<file path="config.mk">
export PLATFORM = sky130hd
export DESIGN_NAME = kr580_uart_port
export DESIGN_NICKNAME = d
export VERILOG_FILES = /design/src/rtl/kr580_uart_port.sv
export SDC_FILE = /design/constraint.sdc
export NUM_CORES = 1
export LEC_CHECK = 0
export CAP_MARGIN = 40
export CORE_MARGIN = 10
export CORE_UTILIZATION = 65
export CTS_BUF_LIST = sky130_fd_sc_hd__clkbuf_2
export CTS_CLUSTER_DIAMETER = 40
export DETAILED_ROUTE_END_ITERATION = 6
export PLACE_DENSITY_LB_ADDON = 0.12
export SLEW_MARGIN = 20
export SYNTH_ARGS = -nofsm -noshare
export SYNTH_HDL_FRONTEND = slang
export SYNTH_SLANG_ARGS = --single-unit
</file>
<file path="constraint.sdc">
create_clock -name clk -period 5.6 [get_ports clk]
set_clock_uncertainty 0.15 [all_clocks]
set_input_delay 1.12 -clock clk [delete_from_list [all_inputs] [get_ports clk]]
set_output_delay 1.12 -clock clk [all_outputs]
set_load 0.03 [all_outputs]
</file>
<file path="src/rtl/kr580_uart_port.sv">
// KR580 I/O-port UART: 8N1 transmitter behind a TX FIFO, single-byte receiver with overrun/framing flags.
// Optional feature macro: UART_LOOPBACK_EN (ctrl bit3 routes uart_tx back into the receiver).
module kr580_uart_port #(
  parameter logic [7:0]  BASE          = 8'h10,
  parameter int unsigned CLKS_PER_BIT  = 217,
  parameter int unsigned TX_DEPTH_LOG2 = 3
) (
  input  logic       clk,
  input  logic       rst,
  input  logic [7:0] port_addr,
  input  logic [7:0] port_wdata,
  input  logic       port_we,
  output logic [7:0] port_rdata,
  input  logic       uart_rx,
  output logic       uart_tx,
  output logic       intr
);

  localparam int unsigned DEPTH = 1 << TX_DEPTH_LOG2;
  localparam int unsigned CNTW  = TX_DEPTH_LOG2 + 1;
  localparam int unsigned CW    = $clog2(CLKS_PER_BIT + 1);
  localparam int unsigned HALF  = (CLKS_PER_BIT / 2 > 0) ? CLKS_PER_BIT / 2 : 1;

  localparam logic [7:0]      ADDR_DATA = BASE;
  localparam logic [7:0]      ADDR_CMD  = BASE + 8'd1;
  localparam logic [7:0]      ADDR_CTRL = BASE + 8'd2;
  localparam logic [CW-1:0]   BIT_LAST  = CW'(CLKS_PER_BIT - 1);
  localparam logic [CW-1:0]   HALF_LAST = CW'(HALF - 1);
  localparam logic [CNTW-1:0] FULL_CNT  = CNTW'(DEPTH);

  typedef enum logic [1:0] {TX_IDLE, TX_START, TX_DATA, TX_STOP} tx_state_t;
  typedef enum logic [1:0] {RX_IDLE, RX_START, RX_DATA, RX_STOP} rx_state_t;

  // ---------------------------------------------------------------- write strobe
  logic we_q;
  logic wr_c, push_req_c, cmd_c, ctrl_wr_c, pop_cmd_c, clr_cmd_c;

  always_ff @(posedge clk) begin
    if (rst) we_q <= 1'b0;
    else     we_q <= port_we;
  end

  assign wr_c       = port_we & ~we_q;
  assign push_req_c = wr_c && (port_addr == ADDR_DATA);
  assign cmd_c      = wr_c && (port_addr == ADDR_CMD);
  assign ctrl_wr_c  = wr_c && (port_addr == ADDR_CTRL);
  assign pop_cmd_c  = cmd_c & port_wdata[0];
  assign clr_cmd_c  = cmd_c & port_wdata[1];

  // ---------------------------------------------------------------- control register
  logic ctrl_rx_ie, ctrl_tx_ie, ctrl_loop;

  always_ff @(posedge clk) begin
    if (rst) begin
      ctrl_rx_ie <= 1'b0;
      ctrl_tx_ie <= 1'b0;
    end else if (ctrl_wr_c) begin
      ctrl_rx_ie <= port_wdata[1];
      ctrl_tx_ie <= port_wdata[2];
    end
  end

`ifdef UART_LOOPBACK_EN
  always_ff @(posedge clk) begin
    if (rst)            ctrl_loop <= 1'b0;
    else if (ctrl_wr_c) ctrl_loop <= port_wdata[3];
  end
`else
  assign ctrl_loop = 1'b0;
`endif

  // ---------------------------------------------------------------- TX FIFO
  logic [7:0]               fifo_mem [DEPTH];
  logic [TX_DEPTH_LOG2-1:0] wr_ptr, rd_ptr;
  logic [CNTW-1:0]          fifo_cnt;
  logic                     fifo_full_c, fifo_empty_c, push_c, tx_pop_c;

  assign fifo_full_c  = (fifo_cnt == FULL_CNT);
  assign fifo_empty_c = (fifo_cnt == '0);
  // A full FIFO still accepts a push when the transmitter pops in the same cycle
  assign push_c       = push_req_c && (!fifo_full_c || tx_pop_c);

  always_ff @(posedge clk) begin
    if (push_c) fifo_mem[wr_ptr] <= port_wdata;
  end

  always_ff @(posedge clk) begin
    if (rst) begin
      wr_ptr   <= '0;
      rd_ptr   <= '0;
      fifo_cnt <= '0;
    end else begin
      if (push_c)   wr_ptr <= wr_ptr + 1'b1;
      if (tx_pop_c) rd_ptr <= rd_ptr + 1'b1;
      case ({push_c, tx_pop_c})
        2'b10:   fifo_cnt <= fifo_cnt + 1'b1;
        2'b01:   fifo_cnt <= fifo_cnt - 1'b1;
        default: fifo_cnt <= fifo_cnt;
      endcase
    end
  end

  // ---------------------------------------------------------------- TX FSM
  tx_state_t     tx_state, tx_state_nxt;
  logic [CW-1:0] tx_cnt, tx_cnt_nxt;
  logic [2:0]    tx_bit, tx_bit_nxt;
  logic [7:0]    tx_shift, tx_shift_nxt;
  logic          tx_line_c, tx_busy_c;

  always_ff @(posedge clk) begin
    if (rst) begin
      tx_state <= TX_IDLE;
      tx_cnt   <= '0;
      tx_bit   <= '0;
      tx_shift <= '0;
      uart_tx  <= 1'b1;
    end else begin
      tx_state <= tx_state_nxt;
      tx_cnt   <= tx_cnt_nxt;
      tx_bit   <= tx_bit_nxt;
      tx_shift <= tx_shift_nxt;
      uart_tx  <= tx_line_c;
    end
  end

  // Line level follows the state one clk later, so every symbol still lasts CLKS_PER_BIT
  always_comb begin
    tx_state_nxt = tx_state;
    tx_cnt_nxt   = tx_cnt;
    tx_bit_nxt   = tx_bit;
    tx_shift_nxt = tx_shift;
    tx_line_c    = 1'b1;
    tx_pop_c     = 1'b0;
    case (tx_state)
      TX_IDLE: begin
        if (!fifo_empty_c) begin
          tx_pop_c     = 1'b1;
          tx_shift_nxt = fifo_mem[rd_ptr];
          tx_cnt_nxt   = '0;
          tx_state_nxt = TX_START;
        end
      end
      TX_START: begin
        tx_line_c = 1'b0;
        if (tx_cnt == BIT_LAST) begin
          tx_cnt_nxt   = '0;
          tx_bit_nxt   = '0;
          tx_state_nxt = TX_DATA;
        end else begin
          tx_cnt_nxt = tx_cnt + 1'b1;
        end
      end
      TX_DATA: begin
        tx_line_c = tx_shift[0];
        if (tx_cnt == BIT_LAST) begin
          tx_cnt_nxt   = '0;
          tx_shift_nxt = {1'b0, tx_shift[7:1]};
          if (tx_bit == 3'd7) tx_state_nxt = TX_STOP;
          else                tx_bit_nxt   = tx_bit + 1'b1;
        end else begin
          tx_cnt_nxt = tx_cnt + 1'b1;
        end
      end
      TX_STOP: begin
        tx_line_c = 1'b1;
        if (tx_cnt == BIT_LAST) begin
          tx_cnt_nxt   = '0;
          tx_state_nxt = TX_IDLE;
        end else begin
          tx_cnt_nxt = tx_cnt + 1'b1;
        end
      end
      default: tx_state_nxt = TX_IDLE;
    endcase
  end

  assign tx_busy_c = (tx_state != TX_IDLE);

  // ---------------------------------------------------------------- RX synchronizer
  logic rx_in_c, rx_s1, rx_s2, rx_prev;

  assign rx_in_c = ctrl_loop ? uart_tx : uart_rx;

  always_ff @(posedge clk) begin
    if (rst) begin
      rx_s1   <= 1'b1;
      rx_s2   <= 1'b1;
      rx_prev <= 1'b1;
    end else begin
      rx_s1   <= rx_in_c;
      rx_s2   <= rx_s1;
      rx_prev <= rx_s2;
    end
  end

  // ---------------------------------------------------------------- RX FSM
  rx_state_t     rx_state, rx_state_nxt;
  logic [CW-1:0] rx_cnt, rx_cnt_nxt;
  logic [2:0]    rx_bit, rx_bit_nxt;
  logic [7:0]    rx_shift, rx_shift_nxt;
  logic          rx_done_c, rx_ferr_c;

  always_ff @(posedge clk) begin
    if (rst) begin
      rx_state <= RX_IDLE;
      rx_cnt   <= '0;
      rx_bit   <= '0;
      rx_shift <= '0;
    end else begin
      rx_state <= rx_state_nxt;
      rx_cnt   <= rx_cnt_nxt;
      rx_bit   <= rx_bit_nxt;
      rx_shift <= rx_shift_nxt;
    end
  end

  // Start is checked at half a bit, after which every sample lands mid-bit
  always_comb begin
    rx_state_nxt = rx_state;
    rx_cnt_nxt   = rx_cnt;
    rx_bit_nxt   = rx_bit;
    rx_shift_nxt = rx_shift;
    rx_done_c    = 1'b0;
    rx_ferr_c    = 1'b0;
    case (rx_state)
      RX_IDLE: begin
        if (rx_prev && !rx_s2) begin
          rx_cnt_nxt   = '0;
          rx_state_nxt = RX_START;
        end
      end
      RX_START: begin
        if (rx_cnt == HALF_LAST) begin
          rx_cnt_nxt   = '0;
          rx_bit_nxt   = '0;
          rx_state_nxt = rx_s2 ? RX_IDLE : RX_DATA;
        end else begin
          rx_cnt_nxt = rx_cnt + 1'b1;
        end
      end
      RX_DATA: begin
        if (rx_cnt == BIT_LAST) begin
          rx_cnt_nxt   = '0;
          rx_shift_nxt = {rx_s2, rx_shift[7:1]};
          if (rx_bit == 3'd7) rx_state_nxt = RX_STOP;
          else                rx_bit_nxt   = rx_bit + 1'b1;
        end else begin
          rx_cnt_nxt = rx_cnt + 1'b1;
        end
      end
      RX_STOP: begin
        if (rx_cnt == BIT_LAST) begin
          rx_cnt_nxt   = '0;
          rx_state_nxt = RX_IDLE;
          rx_done_c    = rx_s2;
          rx_ferr_c    = !rx_s2;
        end else begin
          rx_cnt_nxt = rx_cnt + 1'b1;
        end
      end
      default: rx_state_nxt = RX_IDLE;
    endcase
  end

  // ---------------------------------------------------------------- RX holding register and flags
  logic [7:0] rx_data;
  logic       rx_valid, ovr, ferr;

  always_ff @(posedge clk) begin
    if (rst) begin
      rx_data  <= '0;
      rx_valid <= 1'b0;
      ovr      <= 1'b0;
      ferr     <= 1'b0;
    end else begin
      if (clr_cmd_c) begin
        ovr  <= 1'b0;
        ferr <= 1'b0;
      end
      if (rx_ferr_c) ferr <= 1'b1;
      // A pop arriving with a completed byte frees the slot, so it is not an overrun
      if (rx_done_c) begin
        if (!rx_valid || pop_cmd_c) begin
          rx_data  <= rx_shift;
          rx_valid <= 1'b1;
        end else begin
          ovr <= 1'b1;
        end
      end else if (pop_cmd_c) begin
        rx_valid <= 1'b0;
      end
    end
  end

  // ---------------------------------------------------------------- read mux and interrupt
  logic [7:0] status_c, ctrl_rd_c;

  assign status_c  = {2'b00, ferr, ovr, tx_busy_c, fifo_empty_c, fifo_full_c, rx_valid};
  assign ctrl_rd_c = {4'b0000, ctrl_loop, ctrl_tx_ie, ctrl_rx_ie, 1'b0};

  always_ff @(posedge clk) begin
    if (rst) begin
      port_rdata <= '0;
      intr       <= 1'b0;
    end else begin
      case (port_addr)
        ADDR_DATA: port_rdata <= rx_data;
        ADDR_CMD:  port_rdata <= status_c;
        ADDR_CTRL: port_rdata <= ctrl_rd_c;
        default:   port_rdata <= 8'h00;
      endcase
      intr <= (ctrl_rx_ie & rx_valid) | (ctrl_tx_ie & fifo_empty_c & ~tx_busy_c);
    end
  end

endmodule

</file>
==> metrics.md, run 1 <==
| Metric | Value |
|---|---|
| Die span in x | `118.7 microns` |
| CTS Hold Bufs | `0` |
| Total CTS buffers | `17` |
| Syn Inst Count | `534` |
| Clock transition at path regs | `0.21 ns` |
| Post-cts resize count | `0` |
| Rows | `35` |
| Seq cells post-synth | `146` |
| Number of synthesized flops with an enable pin | `64` |
| Slowest cell on the critical path | `clkdlybuf4s50_1` |
| Synth Net Count | `572` |
| Initial antenna violation count | `0` |
| WP data required | `6.08 ns` |
| Initial Util | `67.50%` |
| Unrepaired setup endpoints after global routing | `false` |
| Vias post-DR | `4152` |
| Ports | `30` |
| Fill cell count | `659` |
| Top_reg_cell synth | `dfxtp_1` |
| H-tree levels | `4` |
| Leakage power | `2.380 nW` |
| Die Ht | `118.7 microns` |
| Hold path endpoint | `rx_data[7]` |
| Post-route setup slack | `2.018 ns` |
| Register area share after synthesis | `56.33%` |
| # Post-CTS Setup Buffers | `0` |
| Worst-path cell chain | `clkdlybuf4s50_1 > nor4b_4 > nand4_1 > nor3_2 > inv_2 > ha_1 > xor2_1 > ha_1 > a21oi_1 > xor2_1 > or3_1 > a21oi_1` |
| Avg Vias per Cell | `5.848` |
| Final Cycle Share | `63.96%` |
| Total GRT Usage | `18.21%` |
| Drt first pass iters | `5` |
| Hold WC Path Type | `reg2reg` |
| Overflow after GRT | `0` |
| Startpoint Class | `primary input` |
| Fin. max-slew vios | `0` |
| Max rail drop VDD | `0.1994 mV` |
| Reg-to-Reg Start | `tx_state[0]` |
| Crit Reg-Reg Endpoint | `fifo_cnt[2]` |
| Max-cap violations | `0` |
| Nets | `606` |
| Rel. slew slack | `45.35%` |
| Hold Crit Start | `rx_data[7]` |
| Skew-Pair Late Insertion Delay | `0.69 ns` |
| Setup_tns | `0 ns` |
| Iter 0 DRT Violations | `360` |
| Max Clk Rate | `0.2792 GHz` |
| Post-Route WL | `12.41 mm` |
| Worst Setup End Kind | `flip-flop` |
| Longest Clk Path Bufs | `2` |
| Crit Path Category | `in2reg` |
| Synth unique cells | `63` |
| Port Buf Inserts | `29` |
| Status | `finished clean` |
| Die area | `14080 sq um` |
| Mapped Avg Cell Area | `11.85 sq um` |
| Final-report setup violation count | `0` |
| Tmin final | `3.582 ns` |
| Hpwl dp | `8.812 mm` |
| Wire per inst | `17.48 microns` |
| TritonCTS clock tree | `done` |
| R2R Setup Slk | `2.33 ns` |
| Final Non-Filler Cells | `710` |
| Vias in the first global route | `4283` |
| Sink Count | `146` |
| Core area | `9371 sq um` |
| Hold path depth | `2` |
| Post-DRT Antenna Nets | `0` |
| Yosys warnings | `0` |
| CP Data Arrival Time | `4.07 ns` |
| Worst r2r path cells | `12` |
| Pin count of the biggest net entering global routing | `30` |
| GPL Wtd Cong | `0.8255` |
| DRC | `0` |
| Synth-to-layout area growth | `11.59%` |
| PD cells | `310.7 nW/um^2` |
| Ys async rst share | `0%` |
| Worst slack, placed | `1.278 ns` |
| CTS root buffer | `clkbuf_2` |
| Fin. Hold Viols | `0` |
| Slowest Stage Delay on Critical Path | `0.44 ns` |
| Global-route wire length before repair | `20.98 mm` |
| Layout cells sized above 1 | `14.46%` |
| Max FO, Critical Path | `10` |
| Inst Count DP | `675` |
| Mapped Area | `6326 sq um` |
| N_diodes | `0` |
| Measured slew at the worst slew-check pin | `0.8148 ns` |
Yosys cell counts (4+ instances only):
cell | count | area share (%)
xnor2_1 | 8 | 1.1
nor2b_1 | 12 | 1.2
a22oi_1 | 5 | 0.59
a22o_1 | 7 | 0.97
buf_1 | 7 | 0.42
mux2_2 | 5 | 0.89
a211oi_1 | 8 | 0.95
or2_2 | 4 | 0.40
a21oi_1 | 17 | 1.3
nor4b_1 | 5 | 0.69
nand4_1 | 9 | 0.89
mux4_2 | 16 | 5.7
xor2_1 | 4 | 0.55
nand3b_1 | 6 | 0.71
nand2_1 | 47 | 2.8
nor3_1 | 6 | 0.47
nor4_1 | 4 | 0.40
inv_1 | 17 | 1.0
o21ai_0 | 19 | 1.5
dfxtp_1 | 82 | 26
ha_1 | 18 | 3.6
edfxtp_1 | 64 | 30
nand3_1 | 12 | 0.95
nor2_1 | 43 | 2.6
clkbuf_1 | 19 | 1.1
mux2i_1 | 33 | 5.2
report_power, final:
| part | internal [mW] | switching [mW] | total [mW] |
|---|---|---|---|
| sequential | 1.16 | 0.0435 | 1.20 |
| clock | 0.171 | 0.391 | 0.562 |
| combinational | 0.197 | 0.236 | 0.433 |
| total | 1.52 | 0.671 | 2.19 |
critical path, delay by kind of cell:
family,cells,cell delay [ns]
and+or+nand+nor,4,1.29
buffers and inverters,2,0.63
adders and majority gates,2,0.50
AOI/OAI and AO/OA,2,0.27
xor gates and xnor gates,2,0.26
worst max path at each step:
stage,start,end,slack [ns],cells past startpoint
2_1_floorplan,port_addr[5],fifo_mem[1][0],1.99,5
5_1_grt,port_addr[5],fifo_cnt[2],1.77,12
3_3_place_gp,port_addr[5],fifo_cnt[2],1.44,12
4_1_cts,port_addr[5],fifo_cnt[2],2.04,12
6_report,port_addr[5],fifo_cnt[2],2.02,12
3_5_place_dp,port_addr[5],fifo_cnt[2],1.28,12
state kept, by name (all words and copies together) (netlist names), 2 cells and up, named ones only:
register,cells
tx_bit,3
wr_ptr,3
fifo_cnt,4
fifo_mem,64
port_rdata,8
rd_ptr,3
tx_shift,8
tx_cnt,8
tx_state,2
rx_cnt,8
rx_data,8
rx_bit,3
rx_shift,8
layer usage:
layer	global-route usage, %	routed length, microns	up-vias
met5	0	0	-
met4	6.489	131	0
met3	3.998	555	14
met2	30.53	6244	70
met1	22.63	5481	2015
li1	-	-	2053
kinds of logic (layout without fill, tap and decap cells):
logic type	Yosys count	count (layout)	share of synthesized area (%)
flip-flops	146	146	56.33
multiplexers	54	54	11.81
XOR/XNOR	12	12	1.661
adder cells (fa/ha/maj)	18	18	3.560
AO/OA/AOI/OAI	83	83	9.257
AND/OR/NAND/NOR	174	174	14.54
buffers and inverters	47	94	2.848
cell usage in the layout, fill, tap and decap left out, types with 8 or more instances in the layout:
cell and n:
nand4_1 9, nor2b_1 12, a21oi_1 17, nand3_1 12, dfxtp_1 82, inv_1 17, edfxtp_1 64, mux4_2 16
xnor2_1 8, ha_1 18, nor2_1 43, nand2_1 47, clkdlybuf4s50_1 28, o21ai_0 19, a211oi_1 8, clkbuf_2 19
mux2i_1 33
through the flow:
step	power, mW	area, sq um	util (%)	hold slack, ns
floorplan	1.524	6326	-	0.2395
global placement	1.613	6715	71.66	0.2418
detailed placement	1.654	6805	72.62	0.2479
CTS	2.203	7028	74.99	0.3238
global route	2.311	7059	75.33	0.3314
finish	2.194	7059	75.33	0.3215
final cells by class:
| cell class | instances | area (sq um) | area share (%) |
|---|---|---|---|
| Clock buffer | 19 | 95.09 | 1.347 |
| Sequential cell | 146 | 3563 | 50.48 |
| Tap cell | 129 | 161.4 | 2.286 |
| Multi-Input combinational cell | 341 | 2608 | 36.94 |
| Clock inverter | 13 | 127.6 | 1.808 |
| Timing Repair Buffer | 44 | 436.7 | 6.186 |
| Inverter | 18 | 67.56 | 0.9571 |
No activity file was read; power rests on OpenSTA's default activity.
==> run 2, diff against run 1 <==
Settings changed: CORE_UTILIZATION 65 to 62.
Clock period 5.6 ns to 3.61 ns, I/O delays scaled along.
==> run 2 against run 1 <==
Effect of this change: utilization down 3.9 points; die area grew 4.0%; global-route usage fell by 0.35 points; combinational power up 52%; setup slack got worse by 1.2 ns; first-iteration DRC count is 3.1% lower; total power increased by 48%; hold slack worse by 0.028 ns; via count up 0.70%; sequential share of layout area grew 0.12 points; largest power group unchanged; largest cell class unchanged; non-clock buffer count is 7 higher; critical path depth fell by 2.
==> metrics.md, run 2 (synthesized netlist as in run 1, its figures left out) <==
| Metric | Value |
|---|---|
| Tmin final | `2.821 ns` |
| Fin. max-slew vios | `0` |
| Ports | `30` |
| Commonest non-fill, non-tap cell in the layout | `dfxtp_1` |
| Measured slew at the worst slew-check pin | `0.7757 ns` |
| Share of power burned in registers | `56.6%` |
| Hpwl dp | `8.502 mm` |
| Setup_tns | `0 ns` |
| Iter 0 DRT Violations | `349` |
| CTS Hold Bufs | `0` |
| Core area | `9864 sq um` |
| CP Data Arrival Time | `3.30 ns` |
| NetSw | `0.9867 mW` |
| Reg with most FFs | `fifo_mem` |
| Clock transition at path regs | `0.20 ns` |
| PD cells | `461.7 nW/um^2` |
| H-tree levels | `4` |
| Worst slack, placed | `0.1116 ns` |
| Die area | `14640 sq um` |
| Total GRT Usage | `17.85%` |
| Crit Path Category | `reg2reg` |
| Final-report setup violation count | `0` |
| Max-cap violations | `0` |
| Total CTS buffers | `17` |
| Post-route setup slack | `0.7894 ns` |
| Internal | `2.265 mW` |
| Worst Setup End Kind | `flip-flop` |
| Synth-to-layout area growth | `11.33%` |
| # Post-CTS Setup Buffers | `0` |
| Pin count of the biggest net entering global routing | `30` |
| Rel. slew slack | `48.28%` |
| Multi-input logic area | `2608 sq um` |
| Max Clk Rate | `0.3545 GHz` |
| Nets | `613` |
| Max FO, Critical Path | `5` |
| Drt first pass iters | `4` |
| Final core utilization | `71.40%` |
| Avg Vias per Cell | `5.799` |
| Seq. cell area | `3563 sq um` |
| Post-DRT Antenna Nets | `0` |
| Hold WC Path Type | `reg2reg` |
| Die Ht | `121.0 microns` |
| GPL Wtd Cong | `0.8309` |
| Max FFs per register | `64` |
| Initial Util | `64.13%` |
| Sw Ratio | `30.34%` |
| Longest Clk Path Bufs | `2` |
| Leakage power | `2.391 nW` |
| Wire per inst | `16.95 microns` |
| DRC | `0` |
| Most frequent cells in the layout | `82 x dfxtp_1, 64 x edfxtp_1, 47 x nand2_1` |
| Unrepaired setup endpoints after global routing | `false` |
| Status | `finished clean` |
| Fill cell count | `703` |
| Clock power frac | `23.1%` |
| Combinational fraction of design power | `20.2%` |
| Post-Route WL | `12.22 mm` |
| Global-route wire length before repair | `20.79 mm` |
| Design Power | `3.252 mW` |
| Vias in the first global route | `4139` |
| WP data required | `4.09 ns` |
| Sink Count | `146` |
| Port Buf Inserts | `29` |
| Fin. Hold Viols | `0` |
| Overflow after GRT | `0` |
| Max rail drop VDD | `0.4558 mV` |
| Post-cts resize count | `0` |
| Vias post-DR | `4181` |
| Final Cycle Share | `78.13%` |
| N_diodes | `0` |
| Skew-Pair Late Insertion Delay | `0.70 ns` |
| Die span in x | `121.0 microns` |
| Startpoint Class | `flip-flop` |
| CTS root buffer | `clkbuf_2` |
| TritonCTS clock tree | `done` |
| Initial antenna violation count | `0` |
| Layout cells sized above 1 | `15.31%` |
| Rows | `36` |
-- run 2: routing by layer --
metal | vias up | global-route usage [%] | wire [microns]
met5 | - | 0 | 0
met3 | 9 | 5.212 | 722
li1 | 2065 | - | -
met4 | 0 | 5.128 | 110
met2 | 96 | 28.27 | 5873
met1 | 2011 | 23.29 | 5515
-- run 2: final timing paths --
check	start	end	slack (ns)	cells past startpoint
max	tx_state[1]	fifo_cnt[2]	0.79	10
min	rx_s1	rx_s2	0.29	1
max reg2reg	tx_state[1]	fifo_cnt[2]	0.79	10
min reg2reg	rx_s1	rx_s2	0.29	1
-- run 2: through the flow --
step,cell area (sq um),hold WS (ns),instances
4_1_cts,7043,0.2694,721
3_3_place_gp,6840,0.2452,687
3_5_place_dp,6860,0.2645,689
6_report,7043,0.2931,721
2_1_floorplan,6326,0.2395,534
5_1_grt,7043,0.2379,721
-- run 2: layout make-up --
type	count	share of cell area (%)
timing repair buffer	51	6.467
clock inverter	13	1.244
clock buffer	19	1.350
sequential	146	50.60
multi-input combinational	341	37.02
tap	133	2.363
inverter	18	0.9593
-- run 2: power groups by stage --
stage	clock network (mW)	logic (mW)	registers [mW]
6_report	0.751	0.658	1.84
5_1_grt	0.855	0.743	1.85
4_1_cts	0.771	0.664	1.84
3_5_place_dp	0	0.664	1.87
3_3_place_gp	0	0.645	1.87
2_1_floorplan	0	0.499	1.86
-- run 2: worst max-delay path, stage by stage, from the launching register on --
cell and delay [ns]:
dfxtp_1 0.40, inv_1 0.12, ha_1 0.26, nor2b_1 0.48, ha_1 0.36, xor2_1 0.17
ha_1 0.16, a21oi_1 0.05, xor2_1 0.16, or3_1 0.31, a21oi_1 0.15
